[config.mk]
export PLATFORM = sky130hd
export DESIGN_NAME = conv_sched
export DESIGN_NICKNAME = d
export VERILOG_FILES = /design/src/rtl/conv_sched.sv
export SDC_FILE = /design/constraint.sdc
export NUM_CORES = 1
export LEC_CHECK = 0
export CAP_MARGIN = 10
export CORE_ASPECT_RATIO = 1.1
export CORE_UTILIZATION = 45
export CTS_CLUSTER_SIZE = 40
export DETAILED_ROUTE_END_ITERATION = 8
export PLACE_DENSITY = 0.68
export SLEW_MARGIN = 25
export SYNTH_ARGS = -nofsm -noshare
export SYNTH_HDL_FRONTEND = slang
export SYNTH_SLANG_ARGS = --single-unit
[constraint.sdc]
create_clock -name clk -period 3.15 [get_ports clk]
set_input_delay 0.63 -clock clk [delete_from_list [all_inputs] [get_ports clk]]
set_output_delay 0.63 -clock clk [all_outputs]
set_load 0.005 [all_outputs]
[src/rtl/conv_sched.sv]
// Purpose: queues 16-bit integer jobs and runs each one through the memory-mapped int-to-half core.
// Latency: request at edge E0 into an idle block -> WR_LO at E1; response 8 cycles + core latency later.
// Backpressure: req_ready drops when the job FIFO is full; the FSM stalls in PUSH while the response register is held.
//
// Ports:
//   clk, reset                      clock, synchronous active-high reset
//   req_valid/req_ready/req_data    16-bit two's-complement job input
//   rsp_valid/rsp_ready/rsp_data    half-precision result (0 on timeout)
//   rsp_err                         job aborted by the WAIT timeout
//   core_start/core_done            start/done handshake with the conversion core
//   mem_addr/mem_wr/mem_rd          core data-memory byte port
//   mem_wdata/mem_rdata             write byte / combinational read byte
//   busy                            FSM active or jobs queued
module conv_sched #(
    parameter int DEPTH   = 4,
    parameter int TIMEOUT = 4095
) (
    input  logic        clk,
    input  logic        reset,
    input  logic        req_valid,
    output logic        req_ready,
    input  logic [15:0] req_data,
    output logic        rsp_valid,
    input  logic        rsp_ready,
    output logic [15:0] rsp_data,
    output logic        rsp_err,
    output logic        core_start,
    input  logic        core_done,
    output logic [7:0]  mem_addr,
    output logic        mem_wr,
    output logic        mem_rd,
    output logic [7:0]  mem_wdata,
    input  logic [7:0]  mem_rdata,
    output logic        busy
);

    localparam int            AW   = $clog2(DEPTH);
    localparam int            CW   = AW + 1;
    localparam logic [CW-1:0] FULL = CW'(DEPTH);
    localparam logic [15:0]   TMO  = 16'(TIMEOUT);

    typedef enum logic [2:0] {
        S_IDLE,
        S_WR_LO,
        S_WR_HI,
        S_START,
        S_WAIT,
        S_RD_LO,
        S_RD_HI,
        S_PUSH
    } state_t;

    // ---------------------------------------------------------------
    // Job FIFO
    // ---------------------------------------------------------------
    logic [15:0]   r_fifo [DEPTH];
    logic [AW-1:0] r_wptr;
    logic [AW-1:0] r_rptr;
    logic [CW-1:0] r_count;
    logic          w_push;
    logic          w_pop;

    state_t        r_state;
    state_t        w_state_nxt;

    assign req_ready = (r_count != FULL);
    assign w_push    = req_valid && req_ready;
    assign w_pop     = (r_state == S_IDLE) && (r_count != '0);

    always_ff @(posedge clk) begin
        if (w_push) begin
            r_fifo[r_wptr] <= req_data;
        end
    end

    always_ff @(posedge clk) begin
        if (reset) begin
            r_wptr  <= '0;
            r_rptr  <= '0;
            r_count <= '0;
        end else begin
            if (w_push) begin
                r_wptr <= r_wptr + 1'b1;
            end
            if (w_pop) begin
                r_rptr <= r_rptr + 1'b1;
            end
            case ({w_push, w_pop})
                2'b10:   r_count <= r_count + 1'b1;
                2'b01:   r_count <= r_count - 1'b1;
                default: r_count <= r_count;
            endcase
        end
    end

    // ---------------------------------------------------------------
    // Job sequencing
    // ---------------------------------------------------------------
    logic [15:0] r_operand;
    logic [15:0] r_result;
    logic        r_err;
    logic        r_start_cnt;
    logic        r_done_low;
    logic [15:0] r_wait_cnt;
    logic        r_rsp_valid;
    logic [15:0] r_rsp_data;
    logic        r_rsp_err;

    logic        w_done_exit;
    logic        w_wait_last;
    logic        w_load_rsp;

    // done is only trusted after it has been seen low in this job's WAIT,
    // so a level left high by the previous job cannot end the wait early
    assign w_done_exit = core_done && r_done_low;
    assign w_wait_last = ((r_wait_cnt + 16'd1) == TMO);

    always_comb begin
        w_state_nxt = r_state;
        core_start  = 1'b0;
        mem_addr    = 8'd0;
        mem_wr      = 1'b0;
        mem_rd      = 1'b0;
        mem_wdata   = 8'd0;
        w_load_rsp  = 1'b0;
        case (r_state)
            S_IDLE: begin
                if (r_count != '0) begin
                    w_state_nxt = S_WR_LO;
                end
            end
            S_WR_LO: begin
                mem_addr    = 8'd0;
                mem_wr      = 1'b1;
                mem_wdata   = r_operand[7:0];
                w_state_nxt = S_WR_HI;
            end
            S_WR_HI: begin
                mem_addr    = 8'd1;
                mem_wr      = 1'b1;
                mem_wdata   = r_operand[15:8];
                w_state_nxt = S_START;
            end
            S_START: begin
                core_start = 1'b1;
                if (r_start_cnt) begin
                    w_state_nxt = S_WAIT;
                end
            end
            S_WAIT: begin
                if (w_done_exit) begin
                    w_state_nxt = S_RD_LO;
                end else if (w_wait_last) begin
                    w_state_nxt = S_PUSH;
                end
            end
            S_RD_LO: begin
                mem_addr    = 8'd2;
                mem_rd      = 1'b1;
                w_state_nxt = S_RD_HI;
            end
            S_RD_HI: begin
                mem_addr    = 8'd3;
                mem_rd      = 1'b1;
                w_state_nxt = S_PUSH;
            end
            S_PUSH: begin
                if (!r_rsp_valid || rsp_ready) begin
                    w_load_rsp  = 1'b1;
                    w_state_nxt = S_IDLE;
                end
            end
            default: w_state_nxt = S_IDLE;
        endcase
        // a write landing on the reset edge would corrupt the core's memory
        // after the job has already been aborted
        if (reset) begin
            mem_wr = 1'b0;
        end
    end

    always_ff @(posedge clk) begin
        if (reset) begin
            r_state     <= S_IDLE;
            r_operand   <= 16'd0;
            r_result    <= 16'd0;
            r_err       <= 1'b0;
            r_start_cnt <= 1'b0;
            r_done_low  <= 1'b0;
            r_wait_cnt  <= 16'd0;
            r_rsp_valid <= 1'b0;
            r_rsp_data  <= 16'd0;
            r_rsp_err   <= 1'b0;
        end else begin
            r_state <= w_state_nxt;
            case (r_state)
                S_IDLE: begin
                    if (w_pop) begin
                        r_operand <= r_fifo[r_rptr];
                        r_result  <= 16'd0;
                        r_err     <= 1'b0;
                    end
                end
                S_START: begin
                    // toggles twice, so it is back to 0 for the next job
                    r_start_cnt <= ~r_start_cnt;
                    r_done_low  <= 1'b0;
                    r_wait_cnt  <= 16'd0;
                end
                S_WAIT: begin
                    r_wait_cnt <= r_wait_cnt + 16'd1;
                    if (!core_done) begin
                        r_done_low <= 1'b1;
                    end
                    if (!w_done_exit && w_wait_last) begin
                        r_err    <= 1'b1;
                        r_result <= 16'd0;
                    end
                end
                S_RD_LO: r_result[7:0]  <= mem_rdata;
                S_RD_HI: r_result[15:8] <= mem_rdata;
                default: ;
            endcase

            if (w_load_rsp) begin
                r_rsp_valid <= 1'b1;
                r_rsp_data  <= r_result;
                r_rsp_err   <= r_err;
            end else if (rsp_ready) begin
                r_rsp_valid <= 1'b0;
            end
        end
    end

    assign rsp_valid = r_rsp_valid;
    assign rsp_data  = r_rsp_data;
    assign rsp_err   = r_rsp_err;
    assign busy      = (r_state != S_IDLE) || (r_count != '0);

endmodule

==> summary.md, run 1 <==
| Metric | Value |
|---|---|
| Die Ht | 126 um |
| PnR worst setup slack | roughly 250 ps |
| Pwr/cell area | 707 nW/um^2 |
| Clk buf depth | 2 |
| Pleak | between 0.002 and 0.003 uW |
| CP startpoint kind | flip-flop |
| Final hold slack | between 400 and 500 ps |
| Critical Path Fanout Max | 17 |
| Final setup skew | 6.36 ps |
| Clk_lat worst skew | 420 ps |
| RSZ-0062 raised after global routing | no |
| Hold bufs inserted after CTS | 0 |
| Worst-path clk slew | ~60 ps |
| Commonest register cell after synthesis | dfxtp_1 |
| Pre-CTS setup slack | around 440 ps |
| Full die area | 14500 sq um |
| Cts repair resizes | 0 |
| Pwr Total | 5350 uW |
| TritonCTS Buffers | 17 |
| Final setup fails | 0 |
| Slew @ Worst Pin | 871 ps |
| Synth-to-layout area growth | 20.0% |
| Core area | about 14000 sq um |
| Async SR Flop Fraction | 0% |
| Hold Fails Final Rpt | 0 |
| Hpwl dp | ~9000 um |
| TritonCTS clock tree | built |
| RD Place Congestion | approximately 0.85 |
| DR DRC count | 0 |
| Commonest cells post-synth | nand2_1, dfxtp_1, a21oi_1, edfxtp_1, nor2_1 |
| Core Rows | 45 |
| Yosys top cell by area | edfxtp_1 |
| Nets | slightly below 700 |
| H-Tree Depth | 4 |
| Via count | 4610 |
| Max-slew violations | 0 |
| Number of DRC markers in iteration 0 | about 320 |
| Syn Area/Cell | 10.4 sq um |
| Syn. warnings | 0 |
| Status | finished clean |
| Clk root buf | clkbuf_16 |
| Final WL | 13300 um |
| Critical path arrival | around 2300 ps |
| Ant. Diodes | 0 |
| First drt pass iteration count | 4 |
| Kind of critical path | reg2out |
| WL per Instance | 15.6 um |
| Die width | ~110 um |
| Global-route wire length before repair | 22300 um |
| Synth cell types | 55 |
| Slew headroom | 41.9% |
| Number of global-route vias before repair | 4568 |
| Sink Count | 143 |
| Port Buf Inserts | 61 |
| Synth area leaders | edfxtp_1, dfxtp_1, nand2_1 |
| Worst path required time | 2520 ps |
| Hold path cells | 2 |
| Share of post-route cells with drive strength above 1 | 10.1% |
| Synth Instances | 605 |
| Max cap viols | 0 |
| Setup TNS | 0 ps |
| Post-synth EDFFs | 64 |
| Max Fclk | between 300 and 400 MHz |
| Most frequent cell after synthesis | nand2_1 |
| DRT antenna net count | 0 |
| Total grt overflow | 0 |
| Vias per cell | 5.42 |
| Ports | just under 70 |
| Crit path capture type | primary output |
| FF-to-FF path depth | 6 |
| Period utilization | 92.2% |
| # fillers | between 1000 and 1500 |
| Mapped cell area | 6300 sq um |
| Pin count of the biggest net entering global routing | 81 |
| HP Class | reg2reg |
| Global Route Usage Sum | 19.9% |
| Top cell type's share of synthesized area | 30.5% |
| Initial Util | 45.9% |
| Min Tclk post-route | just under 3000 ps |
| VDD IR-drop max | a little over 400 uV |
| Register area share after synthesis | 55.6% |
| Post-CTS setup buffers | 0 |
| #FFs+latches synth | 143 |
| Initial antenna violation count | 0 |
worst max-delay path, cell delays in order (launching register included):
cell and delay (ps):
dfxtp_1 650, nand2_1 180, nor2_1 430, clkdlybuf4s50_1 600
routing by layer:
layer	wire length (um)	vias to the layer above	share of wire, %	global-route usage (%)
li1	-	2258	-	-
met1	5790	2236	44	23.9
met3	479	19	3.6	5.34
met2	6770	97	51	34.0
met5	0	-	0	0
met4	222	0	1.7	7.94
state kept, by name, summed over array words and instances (netlist names), 2 cells and up:
signal	cells
r_wait_cnt	16
r_state	3
r_count	3
r_result	16
r_fifo	64
r_rptr	2
r_wptr	2
rsp_data	16
r_operand	16
logic make-up (layout without fill, tap and decap cells):
logic type                 after synthesis  count (layout)  synth area share, %
adders and majority gates                8               8                 1.71
buffers and inverters                   63             116                 4.37
xor gates and xnor gates                10              10                 1.39
other                                    1               6               0.0595
muxes                                   17              17                 5.88
AOI/OAI and AO/OA                      131             131                 13.4
DFF                                    143             143                 55.6
and+or+nand+nor                        232             232                 17.6
power by group:
part           internal, uW  switching, uW
registers              2180            166
clock network          1130            721
logic                   505            646
total                  3810           1530
final cells by class:
type,count,area [sq um],area share (%)
Inverter,13,48.8,0.645
Multi-Input combinational cell,404,2550,33.7
Tap cell,188,235,3.11
Clock inverter,7,65.1,0.861
Timing Repair Buffer,71,681,9.00
Clock buffer,25,479,6.34
Sequential cell,143,3500,46.3
path summary, 6_finish.rpt:
check	from	to	slack, ps
setup / recovery	r_state[0]	core_start	250
hold reg to reg	rsp_data[1]	rsp_data[1]	450
hold / removal	rsp_data[1]	rsp_data[1]	450
setup reg to reg	r_wait_cnt[4]	r_result[11]	540
layout by cell type, fill, tap and decap left out, types with 3 or more instances in the layout:
cell type	Yosys	routed
a22oi_1	9	9
nand2_1	97	97
xnor2_1	5	5
o31ai_1	8	8
a311oi_1	5	5
a211oi_1	18	18
clkdlybuf4s50_1	0	60
nand3_1	17	17
o21ai_0	10	10
buf_4	9	10
nand2b_1	7	7
and3_1	14	14
nor4_1	3	3
clkbuf_16	0	17
o21a_1	3	3
a21oi_1	64	64
xor2_1	5	5
inv_1	12	12
mux4_2	16	16
and2_1	4	4
nor3_1	6	6
ha_1	7	7
nand3b_1	11	11
nand4_1	4	4
a31oi_1	3	3
conb_1	1	6
dfxtp_1	79	79
or3_1	3	3
nor2b_1	4	3
clkbuf_1	32	5
nor2_1	50	49
edfxtp_1	64	64
clkinv_2	0	4
stage by stage:
stage,area [sq um],cells,util [%]
floorplan,6320,610,-
global placement,7010,819,51.0
detailed placement,7010,819,51.0
CTS,7560,851,55.0
global route,7560,851,55.0
finish,7560,851,55.0
(Power assumes the default switching activity.)
==> inputs of run 2 (changes only) <==
--- a/config.mk
+++ b/config.mk
@@ -10,7 +10,7 @@
 export CORE_UTILIZATION = 45
 export CTS_CLUSTER_SIZE = 40
 export DETAILED_ROUTE_END_ITERATION = 8
-export PLACE_DENSITY = 0.68
+export PLACE_DENSITY = 0.7
 export SLEW_MARGIN = 25
 export SYNTH_ARGS = -nofsm -noshare
 export SYNTH_HDL_FRONTEND = slang
==> constraint.sdc (replaced) <==
create_clock -name clk -period 2.54 [get_ports clk]
set_input_delay 0.508 -clock clk [delete_from_list [all_inputs] [get_ports clk]]
set_output_delay 0.508 -clock clk [all_outputs]
set_load 0.005 [all_outputs]
==> run 2 against run 1 <==
  * Sequential cell count is the same
  * Global-route usage down 0.068 points
  * Register-to-register slack got worse by 340 ps
  * Die area did not move
  * Hold slack improved by 1.0 ps
  * Routed wire length increased by 1.1%
  * Critical path type unchanged
==> summary.md, run 2 (synthesized netlist as in run 1, its figures left out) <==
| Metric | Value |
|---|---|
| Global Route Usage Sum | 19.9% |
| Pin count of the biggest net entering global routing | 65 |
| CP startpoint kind | flip-flop |
| Number of DRC markers in iteration 0 | 234 |
| Most frequent cells in the layout | nand2_1, dfxtp_1, a21oi_1, edfxtp_1, clkdlybuf4s50_1 |
| Pwr Total | 6760 uW |
| Sink Count | 143 |
| Synth-to-layout area growth | 22.4% |
| Worst path required time | roughly 2000 ps |
| Final setup fails | 0 |
| Max Fclk | 411 MHz |
| Pleak | around 0.0027 uW |
| Total grt overflow | 0 |
| Max-slew violations | 0 |
| Commonest non-fill, non-tap cell in the layout | nand2_1 |
| Final setup skew | 7.68 ps |
| Hold Fails Final Rpt | 0 |
| H-Tree Depth | 4 |
| Ports | 68 |
| TritonCTS clock tree | built |
| Min Tclk post-route | approximately 2400 ps |
| Share of post-route cells with drive strength above 1 | 13.3% |
| Period utilization | 95.7% |
| Pwr/cell area | 876 nW/um^2 |
| Die width | approximately 110 um |
| Clk root buf | clkbuf_16 |
| # fillers | between 1000 and 1500 |
| Ant. Diodes | 0 |
| DR DRC count | 0 |
| Critical Path Fanout Max | 13 |
| Setup TNS | 0 ps |
| First drt pass iteration count | 5 |
| WL per Instance | 15.5 um |
| Worst-path clk slew | 70 ps |
| Final hold slack | 452 ps |
| DRT antenna net count | 0 |
| Crit path capture type | primary output |
| VDD IR-drop max | 636 uV |
| RSZ-0062 raised after global routing | no |
| Kind of critical path | reg2out |
| Initial Util | 45.9% |
| Vias per cell | 5.45 |
| Critical path arrival | 1920 ps |
| Multi-input gate area | 2550 sq um |
| Register Area | 3510 sq um |
| Nets | 703 |
| HP Class | reg2reg |
| TritonCTS Buffers | 17 |
| Status | finished clean |
| Full die area | 14500 sq um |
| RD Place Congestion | around 0.8 |
| Die Ht | between 100 and 150 um |
| Core area | 13700 sq um |
| Register ranked first by flip-flop count | r_fifo |
| Via count | ~4700 |
| Clk buf depth | 2 |
| Largest register FFs | 64 |
| Clk_lat worst skew | 420 ps |
| Max cap viols | 0 |
| Hold bufs inserted after CTS | 0 |
| Global-route wire length before repair | between 20000 and 25000 um |
| Initial antenna violation count | 0 |
| Final WL | 13400 um |
| Number of global-route vias before repair | 4663 |
| Core Rows | 45 |
| Port Buf Inserts | 61 |
| Hpwl dp | 9140 um |
| Slew @ Worst Pin | roughly 840 ps |
| Slew headroom | 44.3% |
run 2: cell count changes in the layout (fill, tap and decap cells not counted), moves of 2 or more:
cell,change
clkinv_4,+2
inv_6,+6
clkinvlp_4,-2
clkinv_2,-2
dfxtp_1,-2
clkbuf_1,-5
clkbuf_8,-2
inv_8,+4
buf_4,+16
run 2: worst paths after layout:
path                        from            to  slack (ps)  cells after the start
setup / recovery      r_state[1]  mem_wdata[1]         110                      5
hold / removal      rsp_data[12]  rsp_data[12]         450                      2
setup reg to reg  r_wait_cnt[11]   r_result[9]         200                      7
hold reg to reg     rsp_data[12]  rsp_data[12]         450                      2
run 2: through the flow:
stage / cells / util [%] / cell area [sq um] / setup slack, ps
5_1_grt: 867 / 56.2 / 7710 / 9.11
4_1_cts: 867 / 56.0 / 7700 / 43.0
3_3_place_gp: 835 / 51.9 / 7130 / 142
2_1_floorplan: 610 / - / 6320 / 92.3
6_report: 867 / 56.2 / 7710 / 108
3_5_place_dp: 835 / 51.9 / 7130 / 61.7
run 2: timing repair:
item,4_1_cts,5_1_grt
endpoints found under the setup margin,4,10
gates resized for setup,2,3
hold endpoints to repair,0,0
setup buffers,0,0
run 2: routing by layer:
layer,part of all wire [%],up-vias,wire length [um],GRT usage (%)
li1,-,2300,-,-
met1,42,2277,5670,24.2
met2,51,130,6870,33.9
met3,4.6,22,617,4.33
met4,1.8,0,246,8.48
met5,0,-,0,0
run 2: worst max-delay path, stage by stage (launching register included):
cell and delay [ps]:
dfxtp_4 390, nor2b_1 140, buf_4 200, a22oi_1 110, nor2_1 140, clkdlybuf4s50_1 520
run 2: power breakdown:
part	total, uW	switching, uW	internal (uW)	leakage (uW)
registers	2870	164	2710	0.00123
logic	1520	839	676	0.00114
clock network	2370	1070	1300	0.000284
run 2: final cells by class:
cell class                      instances  area share, %
Tap cell                              188           3.05
Clock buffer                           17           5.51
Multi-Input combinational cell        404           33.1
Sequential cell                       143           45.5
Inverter                               13          0.633
Clock inverter                         15           1.83
Timing Repair Buffer                   87           10.4
==> inputs of run 3 (changes only) <==
==> constraint.sdc (replaced) <==
create_clock -name clk -period 2.12 [get_ports clk]
set_input_delay 0.424 -clock clk [delete_from_list [all_inputs] [get_ports clk]]
set_output_delay 0.424 -clock clk [all_outputs]
set_load 0.005 [all_outputs]
==> run 3 against run 2 <==
  * Register-to-register slack worse by 150 ps
  * Design area is 6.7% higher
  * Non-clock buffer count is 34 higher
  * Worst setup slack worse by 59 ps
  * Cell count is 3.9% higher
  * Sequential power is 20% higher
  * Hold slack worse by 2.4 ps
  * Via count is 0.80% higher
  * Power is 26% higher
==> summary.md, run 3 (synthesized netlist as in run 1, its figures left out) <==
| Metric | Value |
|---|---|
| Pwr/cell area | 1030 nW/um^2 |
| RD Place Congestion | slightly above 0.8 |
| Critical path arrival | between 2000 and 2500 ps |
| Slowest stage delay, CP | 430 ps |
| Most frequent cells in the layout | nand2_1, dfxtp_1, edfxtp_1, a21oi_1, buf_4 |
| Die width | 115 um |
| Port Buf Inserts | 61 |
| Die Ht | 126 um |
| Slowest-stage cell, CP | dfxtp_1 |
| Pin count of the biggest net entering global routing | 60 |
| Initial Util | a little under half |
| VDD IR-drop max | 789 uV |
| Final hold slack | about 450 ps |
| Crit-path cells | nand4_1 > nor4_2 > xnor2_1 > o221ai_4 > o41ai_4 > buf_4 > a211oi_1 |
| Kind of critical path | reg2reg |
| Worst-path clk slew | 60 ps |
| Final setup fails | 0 |
| Ports | 68 |
| Hpwl dp | just over 9000 um |
| Max Fclk | 483 MHz |
| Nets | 737 |
| TritonCTS Buffers | 17 |
| DRT antenna net count | 0 |
| Critical Path Fanout Max | 8 |
| TritonCTS clock tree | built |
| Total grt overflow | 0 |
| Sink Count | 143 |
| Slew @ Worst Pin | between 600 and 700 ps |
| Max-slew violations | 0 |
| WL per Instance | around 15 um |
| Global-route wire length before repair | roughly 23000 um |
| First drt pass iteration count | 7 |
| Period utilization | 97.7% |
| Largest register FFs | 64 |
| Core Rows | 45 |
| Register ranked first by flip-flop count | r_fifo |
| Share of post-route cells with drive strength above 1 | 21.5% |
| Global Route Usage Sum | between 20% and 30% |
| DR DRC count | 0 |
| Pwr Total | 8490 uW |
| Core area | 13700 sq um |
| Status | finished clean |
| Full die area | 14500 sq um |
| Crit path capture type | flip-flop |
| Via count | 4767 |
| Initial antenna violation count | 0 |
| HP Class | reg2reg |
| Number of DRC markers in iteration 0 | 302 |
| Ant. Diodes | 0 |
| Final setup skew | 6.07 ps |
| Min Tclk post-route | 2070 ps |
| Final core utilization | 59.9% |
| Number of global-route vias before repair | 4668 |
| Commonest non-fill, non-tap cell in the layout | nand2_1 |
| Clk buf depth | 2 |
| Hold bufs inserted after CTS | 0 |
| Slew headroom | between 50% and 60% |
| Max cap viols | 0 |
| Clk root buf | clkbuf_16 |
| Vias per cell | 5.29 |
| Clk_lat worst skew | 420 ps |
| Hold Fails Final Rpt | 0 |
| Final WL | between 10000 and 15000 um |
| RSZ-0062 raised after global routing | yes |
| Pleak | approximately 0.0029 uW |
| Worst path required time | 2390 ps |
| CP startpoint kind | flip-flop |
| H-Tree Depth | 4 |
| Synth-to-layout area growth | 30.6% |
run 3: where the power goes:
part | internal [uW] | switching, uW | total (uW) | leakage (uW)
Sequential | 3250 | 202 | 3450 | 0.00123
Clock | 1650 | 1230 | 2880 | 0.000280
Combinational | 1030 | 1130 | 2160 | 0.00143
run 3: through the flow:
stage | instance area, sq um | instances | setup slack [ps] | TNS (ps)
floorplan | 6390 | 610 | -4.31 | -4.31
global placement | 7430 | 862 | -108 | -671
detailed placement | 7430 | 862 | -184 | -1480
CTS | 8090 | 899 | -65.8 | -65.8
global route | 8230 | 901 | -63.3 | -471
finish | 8230 | 901 | 49.3 | 0
run 3: path summary, 6_finish.rpt:
path / start / end / slack [ps] / cells after the start
max: r_wait_cnt[14] / r_result[9] / 50 / 7
min: r_result[8] / rsp_data[8] / 450 / 2
max reg2reg: r_wait_cnt[14] / r_result[9] / 50 / 7
min reg2reg: r_result[8] / rsp_data[8] / 450 / 2
run 3: layout make-up:
type	instances	area, sq um
tap	188	235
multi-input combinational	404	2730
timing repair buffer	121	1110
clock inverter	15	151
inverter	13	56.3
sequential	143	3520
clock buffer	17	425
fill	1183	5510
run 3: timing repair:
action,in CTS,in global routing
pin swaps,1,6
resized for setup,35,31
endpoints found under the setup margin,28,23
gates cloned,2,0
buffers inserted,3,2
run 3: routing by layer:
metal	vias to the layer above	GRT usage (%)	wire length (um)
met5	-	0	0
met4	0	7.49	214
met3	22	4.57	528
met2	103	35.8	7310
met1	2287	24.8	5910
li1	2355	-	-
run 3: critical path, delay by kind of cell (launching register included):
| family | cells | cell delay [ps] |
|---|---|---|
| AOI/OAI and AO/OA | 3 | 640 |
| DFF | 1 | 430 |
| xor gates and xnor gates | 1 | 230 |
| buffers and inverters | 1 | 200 |
| and+or+nand+nor | 2 | 420 |
